===== src/rtl/wb_arbiter.sv =====
// Writeback arbiter: round-robin grant among ALU/LSU/MDU results, one registered
// register-file write per cycle, and a per-register pending scoreboard for issue.
module wb_arbiter #(
  parameter  int XLEN = 64,
  parameter  int NREG = 32,
  localparam int RW   = $clog2(NREG)
) (
  input  logic            clk,
  input  logic            rst_n,
  input  logic            alu_valid,
  output logic            alu_ready,
  input  logic [RW-1:0]   alu_rd,
  input  logic [XLEN-1:0] alu_d,
  input  logic            lsu_valid,
  output logic            lsu_ready,
  input  logic [RW-1:0]   lsu_rd,
  input  logic [XLEN-1:0] lsu_d,
  input  logic            mdu_valid,
  output logic            mdu_ready,
  input  logic [RW-1:0]   mdu_rd,
  input  logic [XLEN-1:0] mdu_d,
  input  logic            iss_en,
  input  logic [RW-1:0]   iss_rd,
  input  logic [RW-1:0]   rs1,
  input  logic [RW-1:0]   rs2,
  output logic            rs1_busy,
  output logic            rs2_busy,
  output logic            iss_rd_busy,
  output logic [XLEN-1:0] wb_d,
  output logic [RW-1:0]   wb_rd,
  output logic            wb_wr
);

  typedef enum logic [1:0] {
    SRC_ALU = 2'd0,
    SRC_LSU = 2'd1,
    SRC_MDU = 2'd2
  } src_e;

  src_e            r_p;
  src_e            w_sel;
  src_e            w_p_next;
  logic            w_any;
  logic [XLEN-1:0] w_d;
  logic [RW-1:0]   w_rd;

  logic [NREG-1:0] r_pending;
  logic [XLEN-1:0] r_wb_d;
  logic [RW-1:0]   r_wb_rd;
  logic            r_wb_wr;

  // Scan from the pointer upward, wrapping; the first valid source wins.
  always_comb begin
    // NOTE: every always_comb output gets a default first so no path infers a latch.
    w_any = 1'b1;
    w_sel = SRC_ALU;
    case (r_p)
      SRC_LSU: begin
        if      (lsu_valid) w_sel = SRC_LSU;
        else if (mdu_valid) w_sel = SRC_MDU;
        else if (alu_valid) w_sel = SRC_ALU;
        else                w_any = 1'b0;
      end
      SRC_MDU: begin
        if      (mdu_valid) w_sel = SRC_MDU;
        else if (alu_valid) w_sel = SRC_ALU;
        else if (lsu_valid) w_sel = SRC_LSU;
        else                w_any = 1'b0;
      end
      default: begin
        if      (alu_valid) w_sel = SRC_ALU;
        else if (lsu_valid) w_sel = SRC_LSU;
        else if (mdu_valid) w_sel = SRC_MDU;
        else                w_any = 1'b0;
      end
    endcase
  end

  always_comb begin
    w_d  = alu_d;
    w_rd = alu_rd;
    case (w_sel)
      SRC_LSU: begin
        w_d  = lsu_d;
        w_rd = lsu_rd;
      end
      SRC_MDU: begin
        w_d  = mdu_d;
        w_rd = mdu_rd;
      end
      default: ;
    endcase
  end

  assign w_p_next = (w_sel == SRC_MDU) ? SRC_ALU : src_e'(w_sel + 2'd1);

  assign alu_ready = rst_n && w_any && (w_sel == SRC_ALU);
  assign lsu_ready = rst_n && w_any && (w_sel == SRC_LSU);
  assign mdu_ready = rst_n && w_any && (w_sel == SRC_MDU);

  // Lookups see only registered state; the write happening this cycle is not bypassed.
  assign rs1_busy    = r_pending[rs1];
  assign rs2_busy    = r_pending[rs2];
  assign iss_rd_busy = r_pending[iss_rd];

  assign wb_d  = r_wb_d;
  assign wb_rd = r_wb_rd;
  assign wb_wr = r_wb_wr;

  always_ff @(posedge clk) begin
    if (!rst_n) begin
      // NOTE: sequential state uses <= so every flop samples pre-edge values.
      r_p     <= SRC_ALU;
      r_wb_wr <= 1'b0;
      r_wb_rd <= '0;
      r_wb_d  <= '0;
      // NOTE: the pending array is control state, so unlike a data RAM it must be reset.
      r_pending <= '0;
    end else begin
      r_wb_wr <= w_any && (w_rd != '0);
      if (w_any) begin
        r_wb_d  <= w_d;
        r_wb_rd <= w_rd;
        r_p     <= w_p_next;
      end
      // Entry 0 is never written, so x0 never reads busy. A new issue beats a same-edge clear.
      for (int i = 1; i < NREG; i++) begin
        if (iss_en && (iss_rd == RW'(i)))
          r_pending[i] <= 1'b1;
        else if (r_wb_wr && (r_wb_rd == RW'(i)))
          r_pending[i] <= 1'b0;
      end
    end
  end

endmodule


===== config.mk =====
export PLATFORM = sky130hd
export DESIGN_NAME = wb_arbiter
export DESIGN_NICKNAME = d
export VERILOG_FILES = /design/src/rtl/wb_arbiter.sv
export SDC_FILE = /design/constraint.sdc
export NUM_CORES = 1
export LEC_CHECK = 0
export ABC_AREA = 0
export BUFFER_PORTS_ARGS = -buffer_cell sky130_fd_sc_hd__buf_2
export CORE_ASPECT_RATIO = 0.8
export CORE_MARGIN = 2
export CORE_UTILIZATION = 40
export DETAILED_ROUTE_END_ITERATION = 10
export PLACE_DENSITY = 0.71
export SLEW_MARGIN = 20
export SYNTH_ARGS = -nofsm -noshare
export SYNTH_HDL_FRONTEND = slang
export SYNTH_SLANG_ARGS = --single-unit

===== constraint.sdc =====
create_clock -name clk -period 5.4 [get_ports clk]
set_input_delay 0.54 -clock clk [delete_from_list [all_inputs] [get_ports clk]]
set_output_delay 0.54 -clock clk [all_outputs]
set_load 0.05 [all_outputs]

==> impl_metrics.yaml <==
status:
  status: "completed"
drt:
  drcViolationCount: 0
  wire_per_inst_microns: 17.3
  firstDrtPassIters: 5
  viasPerCell: 5.50
  routed_wl_microns: 21200
  num_vias: 6726
  drt_first_iter_violations: 523
  antenna_left: 0
flow_run:
  max-cap-violations: 0
power:
  internal-power_mw: 1.83
  clkPwrFrac_pct: 19.3
  irDropWorstVdd_uv: 198
  power_frac_seq_pct: 29.3
  p_leak_nw: 3.42
  p_switching_mw: 1.75
  p_comb_share_pct: 51.4
  power_density_nw_per_um2: 442
  p_sw_share_pct: 48.8
clock_network:
  cts_inserted_buffers: 9
  clk_pin_slew_ns: 0.07
  cts_buffer_depth: 2
  hold_buffers: 0
  cts-root-buf: "clkbuf_16"
  cts_resized: 0
  cts.sinks: 103
  tritoncts: "yes"
  clock_latency_ns: 0.35
  post_cts_buffers: 0
  htreeDepth: 3
final_layout:
  syn_to_final_growth_pct: 29.9
  final_util_pct: 53.6
  multi_input_area_sq_um: 3870
  final-seq-area_sq_um: 2060
  fillCellCount: 1466
  drive_gt1_share_pct: 34.1
  final_area_sq_um: 8110
  fin_cells: 1224
  nets: 1242
timing:
  fin_setup_tns_ns: 0
  worst_pin_slew_ns: 0.960
  fin_crit_ns: 3.85
  finalClockSkew_ns: 0.00539
  layout_worst_path_cycle_share_pct: 71.3
  hold_viol: 0
  slew_viol_final: 0
  clock.fmax_ghz: 0.260
  setup_viol: 0
  rsz0062_at_grt: "no"
  slew_headroom_pct: 36.0
logic_synthesis:
  mappedNetlistNets: 995
  synthFlopType: "dfxtp_1"
  yosysWarnings: 0
  synthCells: 760
  synth_top_area_share_pct: 33.1
  async_reset_ff_share_pct: 0
  yosys.area.top_type: "dfxtp_1"
  synth_area_sq_um: 6240
  synth_edf_count: 0
  ys_seq_area_share_pct: 33.1
  avgSynthCellArea_sq_um: 8.21
  synth-seq-cells: 103
  synth_cell_types: 41
  synth_area_leaders: "dfxtp_1, a21boi_0, nand2_1, a22oi_1, o211ai_1"
die:
  core_sq_um: 15100
  rows: 40
  die_y_microns: 116
  start_util_pct: 41.3
  io_pins: 304
  die-area_sq_um: 16600
  die_x_microns: 144
worst_setup_path:
  cp-start-kind: "flop"
  crit_fanout: 34
  required_ns: 4.86
  worst_ep_arrival_time_ns: 3.31
  slowest_stage: "ha_2"
  endpoint_kind: "primary output"
  reg2reg_slack_ns: 1.85
  r2r_cells: 11
  crit_chain: "inv_1 -> ha_1 -> nand2b_1 -> a21oi_1 -> o21ai_0 -> ha_2 -> and3_1 -> buf_2"
  crit_type: "reg -> out"
  worst_path_largest_cell_delay_ns: 0.85
global_routing:
  grt.overflow.total: 0
  grt_max_degree: 103
  grt_pass1_wl_microns: 33300
  antenna_found_initial: 2
  track_usage_pct: 25.5
  grt_pass1_vias: 6402
place:
  dp_hpwl_microns: 15900
  placed_cells: 1206
  place.gp.congestion: 0.839
  io_buffers: 303
  dpl_cell_area_sq_um: 7790
hold_path:
  hold_path.class: "reg -> reg"
  whs_path_depth: 2
[cells in the mapped netlist, types with 2 or more instances]
master / instances
a21boi_0: 102
nor2b_1: 9
clkbuf_1: 56
nor2_1: 14
or2_2: 2
clkbuf_2: 2
o211ai_1: 65
nand2_1: 178
mux2_2: 7
or4_1: 2
and2_1: 2
nand3_1: 6
ha_1: 7
nor3_1: 2
nand4_1: 5
o21ai_0: 35
mux4_2: 6
mux4_1: 12
a22oi_1: 70
or3_1: 2
buf_6: 4
and4b_1: 2
a31oi_1: 2
buf_2: 2
inv_1: 7
nand3b_1: 5
dfxtp_1: 103
nand2b_1: 10
and3_1: 6
buf_1: 9
a2111oi_0: 2
nand4b_1: 4
a221oi_1: 5
nor4bb_1: 2
a21oi_1: 7
[worst max-delay path: cells and delay by family (launching register included)]
family / cells / cell delay (ns)
AOI/OAI and AO/OA: 2 / 0.68
and+or+nand+nor: 2 / 0.42
buffers and inverters: 2 / 0.32
DFF: 1 / 0.35
adders and majority gates: 2 / 1.18
[per-stage QoR]
step / total power, mW / worst slack, ns / hold slack [ns]
4_1_cts: 3.61 / 1.54 / 0.464
2_1_floorplan: 2.42 / 2.42 / 0.460
3_5_place_dp: 2.91 / 1.87 / 0.454
6_report: 3.58 / 1.55 / 0.459
3_3_place_gp: 2.90 / 1.99 / 0.449
5_1_grt: 3.81 / 1.30 / 0.477
[power groups by stage]
stage / Clock (mW) / Sequential, mW / Combinational, mW
6_report: 0.691 / 1.05 / 1.84
5_1_grt: 0.737 / 1.07 / 2.00
4_1_cts: 0.708 / 1.05 / 1.85
3_5_place_dp: 0 / 1.07 / 1.85
3_3_place_gp: 0 / 1.06 / 1.84
2_1_floorplan: 0 / 1.63 / 0.786
[logic make-up after synthesis]
| logic type | after synthesis | share of synthesized area (%) |
|---|---|---|
| AOI/OAI and AO/OA | 293 | 33.7 |
| and+or+nand+nor | 252 | 18.0 |
| DFF | 103 | 33.1 |
| buffers and inverters | 80 | 5.38 |
| muxes | 25 | 8.48 |
| adders and majority gates | 7 | 1.40 |
[cells in the final DEF (no fill, tap or decap), types with 7 or more instances in the layout]
cell type / instances
a21boi_0: 102
mux4_1: 12
a21oi_1: 7
a22oi_1: 70
o21ai_0: 35
nor2_1: 14
clkbuf_16: 9
o211ai_1: 65
mux2_2: 7
nand2b_1: 10
inv_1: 7
dfxtp_1: 103
buf_2: 303
nor2b_1: 9
nand2_1: 178
[state kept, by name, summed over array words and instances (netlist names)]
signal     count
r_p            2
r_pending     31
wb_d          64
wb_rd          5
wb_wr          1
[metal layers]
metal	GRT usage, %	share of wire (%)	vias to the layer above
li1	-	-	3292
met1	33.4	44	3113
met2	42.0	46	284
met3	5.79	7.5	35
met4	8.82	2.5	2
met5	0	0.061	-
[layout make-up]
cell class                 count  area share, %
antenna                        2         0.0617
sequential                   103           25.4
tap                          210           3.24
inverter                       7          0.324
multi-input combinational    577           47.8
timing repair buffer         309           19.3
clock buffer                  11           3.12
clock inverter                 5          0.772
[worst paths after layout]
check	endpoint	from
setup / recovery	lsu_ready	r_p[0]$_SDFFE_PN0N_
hold / removal	wb_d[20]$_SDFFE_PN0N_	wb_d[20]$_SDFFE_PN0N_
setup reg to reg	wb_d[14]$_SDFFE_PN0N_	r_p[0]$_SDFFE_PN0N_
hold reg to reg	wb_d[20]$_SDFFE_PN0N_	wb_d[20]$_SDFFE_PN0N_
No activity file was read; power rests on OpenSTA's default activity.
